$ cat config.mk
export PLATFORM = sky130hd
export DESIGN_NAME = pc_sequencer_flat
export DESIGN_NICKNAME = d
export VERILOG_FILES = /design/src/rtl/pc_sequencer_if.sv /design/src/rtl/pc_sequencer.sv /design/src/flat_wrapper.sv
export SDC_FILE = /design/constraint.sdc
export NUM_CORES = 1
export LEC_CHECK = 0
export ABC_AREA = 0
export BUFFER_PORTS_ARGS = -buffer_cell sky130_fd_sc_hd__buf_4
export CORE_MARGIN = 2
export CORE_UTILIZATION = 40
export CTS_CLUSTER_DIAMETER = 200
export DETAILED_ROUTE_END_ITERATION = 8
export PLACE_DENSITY_LB_ADDON = 0.08
export SYNTH_ARGS = -nofsm -noshare
export SYNTH_HDL_FRONTEND = slang
export SYNTH_SLANG_ARGS = --single-unit
$ cat constraint.sdc
create_clock -name Clk -period 1.9 [get_ports Clk]
set_input_delay 0.38 -clock Clk [delete_from_list [all_inputs] [get_ports Clk]]
set_output_delay 0.38 -clock Clk [all_outputs]
set_load 0.05 [all_outputs]
$ cat src/rtl/pc_sequencer_if.sv
// Handshake, decode and LUT signals between the PC sequencer and the fetch/control side.
// master: the side driving Start/decode/LUT results; slave: the sequencer itself.
interface pc_sequencer_if #(
  parameter int D  = 12,
  parameter int CW = 16
);
  logic          Start;
  logic [D-1:0]  ProgBase;
  logic          Stall;
  logic          Halt;
  logic          BranchEn;
  logic          BranchCond;
  logic [4:0]    BranchIdx;
  logic [4:0]    lut_addr;
  logic [D-1:0]  lut_target;
  logic [D-1:0]  PC;
  logic          Fetch;
  logic          Taken;
  logic          Done;
  logic          Timeout;
  logic [CW-1:0] CycleCount;

  modport master (
    output Start, ProgBase, Stall, Halt, BranchEn, BranchCond, BranchIdx, lut_target,
    input  lut_addr, PC, Fetch, Taken, Done, Timeout, CycleCount
  );

  modport slave (
    input  Start, ProgBase, Stall, Halt, BranchEn, BranchCond, BranchIdx, lut_target,
    output lut_addr, PC, Fetch, Taken, Done, Timeout, CycleCount
  );
endinterface

$ cat src/rtl/pc_sequencer.sv
// Program-counter sequencer: IDLE/RUN/DONE run control, next-PC mux with LUT branch
// redirect, saturating RUN-cycle counter and watchdog.
module pc_sequencer #(
  parameter int            D          = 12,
  parameter int            CW         = 16,
  parameter logic [CW-1:0] MAX_CYCLES = 16'd4000
) (
  input logic           Clk,
  input logic           Reset,
  pc_sequencer_if.slave bus
);

  typedef enum logic [1:0] {IDLE, RUN, DONE} state_t;

  localparam logic [CW-1:0] WD_LAST = MAX_CYCLES - 1'b1;

  state_t        state, state_n;
  logic [D-1:0]  pc, pc_n;
  logic [CW-1:0] cnt, cnt_n;
  logic          taken, taken_n;
  logic          timeout, timeout_n;
  logic          br_take;

  always_ff @(posedge Clk) begin
    if (Reset) begin
      state   <= IDLE;
      pc      <= '0;
      cnt     <= '0;
      taken   <= 1'b0;
      timeout <= 1'b0;
    end else begin
      state   <= state_n;
      pc      <= pc_n;
      cnt     <= cnt_n;
      taken   <= taken_n;
      timeout <= timeout_n;
    end
  end

  assign br_take = bus.BranchEn & bus.BranchCond & (bus.BranchIdx != 5'd0);

  always_comb begin
    state_n   = state;
    pc_n      = pc;
    cnt_n     = cnt;
    taken_n   = 1'b0;
    timeout_n = timeout;
    unique case (state)
      IDLE, DONE: begin
        if (bus.Start) begin
          state_n   = RUN;
          pc_n      = bus.ProgBase;
          cnt_n     = '0;
          timeout_n = 1'b0;
        end
      end
      RUN: begin
        cnt_n = (cnt == '1) ? cnt : cnt + 1'b1;
        // >= rather than == so a stall on the limit cycle cannot defeat the watchdog
        if (bus.Stall) begin
          pc_n = pc;
        end else if (bus.Halt) begin
          state_n = DONE;
        end else if (cnt >= WD_LAST) begin
          state_n   = DONE;
          timeout_n = 1'b1;
        end else if (br_take) begin
          pc_n    = bus.lut_target;
          taken_n = 1'b1;
        end else begin
          pc_n = pc + 1'b1;
        end
      end
      default: state_n = IDLE;
    endcase
  end

  assign bus.lut_addr   = (state == RUN) ? bus.BranchIdx : 5'd0;
  assign bus.PC         = pc;
  assign bus.Fetch      = (state == RUN);
  assign bus.Done       = (state == DONE);
  assign bus.Taken      = taken;
  assign bus.Timeout    = timeout;
  assign bus.CycleCount = cnt;

endmodule
$ cat src/flat_wrapper.sv
// flat-port wrapper written by rule: the top's interface ports become plain ports
module pc_sequencer_flat 
#(
  parameter int            D          = 12,
  parameter int            CW         = 16,
  parameter logic [CW-1:0] MAX_CYCLES = 16'd4000
)
  (Clk, Reset, bus_Start, bus_ProgBase, bus_Stall, bus_Halt, bus_BranchEn, bus_BranchCond, bus_BranchIdx, bus_lut_target, bus_lut_addr, bus_PC, bus_Fetch, bus_Taken, bus_Done, bus_Timeout, bus_CycleCount);
  pc_sequencer_if #(.D(D), .CW(CW)) bus_i ();
  input logic Clk;
  input logic Reset;
  input wire logic [$bits(bus_i.Start)-1:0] bus_Start;
  input wire logic [$bits(bus_i.ProgBase)-1:0] bus_ProgBase;
  input wire logic [$bits(bus_i.Stall)-1:0] bus_Stall;
  input wire logic [$bits(bus_i.Halt)-1:0] bus_Halt;
  input wire logic [$bits(bus_i.BranchEn)-1:0] bus_BranchEn;
  input wire logic [$bits(bus_i.BranchCond)-1:0] bus_BranchCond;
  input wire logic [$bits(bus_i.BranchIdx)-1:0] bus_BranchIdx;
  input wire logic [$bits(bus_i.lut_target)-1:0] bus_lut_target;
  output wire logic [$bits(bus_i.lut_addr)-1:0] bus_lut_addr;
  output wire logic [$bits(bus_i.PC)-1:0] bus_PC;
  output wire logic [$bits(bus_i.Fetch)-1:0] bus_Fetch;
  output wire logic [$bits(bus_i.Taken)-1:0] bus_Taken;
  output wire logic [$bits(bus_i.Done)-1:0] bus_Done;
  output wire logic [$bits(bus_i.Timeout)-1:0] bus_Timeout;
  output wire logic [$bits(bus_i.CycleCount)-1:0] bus_CycleCount;
  assign bus_i.Start = bus_Start;
  assign bus_i.ProgBase = bus_ProgBase;
  assign bus_i.Stall = bus_Stall;
  assign bus_i.Halt = bus_Halt;
  assign bus_i.BranchEn = bus_BranchEn;
  assign bus_i.BranchCond = bus_BranchCond;
  assign bus_i.BranchIdx = bus_BranchIdx;
  assign bus_i.lut_target = bus_lut_target;
  assign bus_lut_addr = bus_i.lut_addr;
  assign bus_PC = bus_i.PC;
  assign bus_Fetch = bus_i.Fetch;
  assign bus_Taken = bus_i.Taken;
  assign bus_Done = bus_i.Done;
  assign bus_Timeout = bus_i.Timeout;
  assign bus_CycleCount = bus_i.CycleCount;
  pc_sequencer #(.D(D), .CW(CW), .MAX_CYCLES(MAX_CYCLES)) u_core (.Clk(Clk), .Reset(Reset), .bus(bus_i));
endmodule
==> flow_summary.toml <==
[route]
wl_met3_um = 233
vias_per_cell = 5.42
wirelength_um = 5530
first_pass_iters = 4
met1_length_um = 2450
top_layer_used = "met4"
vias = 2072
first_iter_violations = 124
wl_per_cell_um = 14.5
drc_errors = 0
wl_met2_um = 2810
ant_nets = 0

[global_routing]
overflow = 0
grt_pass1_vias = 2010
grt_antenna_before_repair = 0
grt_util_all_layers_pct = 21.3
grt_pass1_wl_um = 8970
grt_max_degree = 21

[yosys]
async_reset_ff_share_pct = 0
synthTopCellsByArea = "dfxtp_1 (34%), xor2_1 (6.5%), nand2_1 (5.1%)"
syn_area_mm2 = 0.00190
synth.distinct_cells = 51
synth_edf_count = 0
synth_seq_cells = 32
netlist_instances = 232
yosysSeqAreaShare_pct = 33.8
ys.flop_type = "dfxtp_1"
synth_top_area_share_pct = 33.8
synth_area_leader_cell = "dfxtp_1"
yosys_warnings = 0
syn-num-nets = 270
syn_area_per_cell_um2 = 8.17

[timing]
clock.fmax_mhz = 553
finalWorstPathRequiredPeriod_ns = 1.81
setup_slack_ns = 0.0922
fin_crit_sh_pct = 95.1
fin_worst_skew_ns = 0.00808
worst_slew_pin_slew_ns = 0.381
hold_ws_ns = 0.338
fin_setup_tns_ns = 0
slew_headroom_pct = 74.2
finalSetupViolations = 0
rsz0062_at_grt = "false"
hold_viol_final = 0
drv_slew = 0

[cts]
cts_tree = "done"
htree_levels = 2
cts.path.max_buffers = 2
clk_pin_slew_ns = 0.07
clk-insertion-delay-late_ns = 0.29
cts-hold-fix-buffers = 0
cts_inserted_buffers = 5
cts_sinks = 32
clockRootBuffer = "clkbuf_8"

[pwr]
ir_worst_vdd_mv = 0.322
power_density_mw_per_mm2 = 675
p_leak_nw = 1.20

[min_path]
hp-class = "input port to flop"
hp-start = "Reset"

[place]
place_congestion = 0.801
io_buffers = 72
hpwlAfterDp_um = 4030
place_ws_ns = -0.0636

[critical_path]
crit_start = "u_core.bus.CycleCount[0]"
reg2reg_from = "u_core.bus.CycleCount[0]"
endpoint_kind = "flop"
crit_arrival_ns = 1.98
crit_chain = "ha_2 -> and4_4 -> o311ai_4 -> a31oi_1 -> buf_4 -> clkbuf_4 -> a21oi_1 -> a21oi_1"
cpMaxStageDelayCell = "dfxtp_2"
crit_top_cell = "a21oi_1"
crit_type = "flop to flop"
cp.required_ns = 2.07
max_stage_delay_ns = 0.32
startpoint_type = "flop"
path_max_fanout = 6

[final_layout]
multiInputGateArea_mm2 = 0.00124
area_growth_syn_to_layout_pct = 49.7
nFillCells = 436
drive_gt1_share_pct = 41.8
ff_latch_area_um2 = 649
fin_nets = 365
antennaDiodeCount = 0

[floorplan]
start_util_pct = 40.7
core_mm2 = 0.00466
io_pins = 73
rows = 25
die_area_mm2 = 0.00531
die_w_um = 72.8
die_y_um = 72.8

[run]
drv_cap = 0

[outcome]
status = "completed"
critical path, delay by kind of cell (launching register included):
| kind | cells | cell delay (ns) |
|---|---|---|
| simple gates | 1 | 0.20 |
| fa+ha+maj | 1 | 0.18 |
| flops | 1 | 0.32 |
| buf+inv | 2 | 0.35 |
| compound gates | 4 | 0.65 |
Yosys cell counts (2+ instances only):
library cell	n
xor2_1	14
nor3_1	4
a21oi_1	16
o21ai_0	13
or4_1	4
nor4_1	2
and2_1	6
nand2_1	26
a21o_1	2
nor2_1	22
inv_1	2
a41oi_1	4
ha_1	2
o211ai_1	10
nand2b_1	2
dfxtp_1	32
a311o_1	2
and4_1	5
nand4_1	5
xnor2_1	5
buf_2	3
clkbuf_1	6
or3_1	2
nor2b_1	2
and3_1	2
nand3_1	14
timing repair:
item / CTS / global route
endpoints found under the setup margin: 8 / 13
endpoints found under the hold margin: 0 / 0
pin swaps: 0 / 4
setup buffers: 0 / 2
resized for setup: 4 / 12
layer usage:
metal,up-vias,GRT usage [%]
met5,-,0
met4,0,4.53
met3,2,4.83
met2,43,38.2
met1,977,25.9
li1,1050,-
path summary, 6_finish.rpt:
path	endpoint	slack (ns)	cells after the start
setup reg to reg	u_core.bus.PC[3]	0.09	8
hold / removal	u_core.bus.PC[8]	0.34	2
hold reg to reg	u_core.bus.CycleCount[11]	0.48	2
setup / recovery	u_core.bus.PC[3]	0.09	8
sequential cells by signal, summed over array words and instances (netlist names):
name / count
u_core.bus.CycleCount: 16
u_core.bus.PC: 12
u_core.state: 2
u_core.bus.Taken: 1
u_core.bus.Timeout: 1
cell usage in the layout, fill, tap and decap left out, types with 2 or more instances in the layout:
cell type  count
a21o_1         2
a21oi_1       14
a21oi_2        2
a311o_1        2
a41oi_1        4
and2_4         5
and3_1         2
and4_1         4
buf_4         97
clkbuf_8       5
dfxtp_1       25
dfxtp_2        7
nand2_1       26
nand3_1       14
nand4_1        5
nor2_1        22
nor2b_1        2
nor3_1         4
nor4_1         2
o211ai_1      10
o21ai_0       12
o21ai_2        2
or3_1          2
or4_1          4
xnor2_1        5
xor2_1        14
per-stage QoR:
step	instances	power [mW]	cell area, um2	util [%]
2_1_floorplan	232	1.05	1920	-
3_3_place_gp	372	1.25	2670	57.3
3_5_place_dp	372	1.25	2670	57.3
4_1_cts	380	1.92	2800	60.0
5_1_grt	382	2.00	2840	60.9
6_report	382	1.92	2840	60.9
cells by family (layout without fill, tap and decap cells):
| kind of cell | count (synthesis) | count (layout) | synth area share, % |
|---|---|---|---|
| flops | 32 | 32 | 33.8 |
| simple gates | 103 | 103 | 29.0 |
| compound gates | 63 | 63 | 23.7 |
| xor+xnor | 19 | 19 | 8.78 |
| buf+inv | 13 | 109 | 3.37 |
| fa+ha+maj | 2 | 2 | 1.32 |
power by group:
group	leakage, nW	switching [mW]	total, mW	internal (mW)
clock network	0.0541	0.276	0.665	0.388
logic	0.882	0.305	0.514	0.209
registers	0.264	0.0359	0.738	0.702
total	1.20	0.618	1.92	1.30
area by class of cell:
class                   instances  area share [%]
clock buffers                   5            2.43
clock inverters                 3            1.50
inverters                       2           0.353
multi-input cells             187            43.8
flip-flops and latches         32            22.9
well taps                      54            2.38
repair buffers                 99            26.6
(Power assumes the default switching activity.)
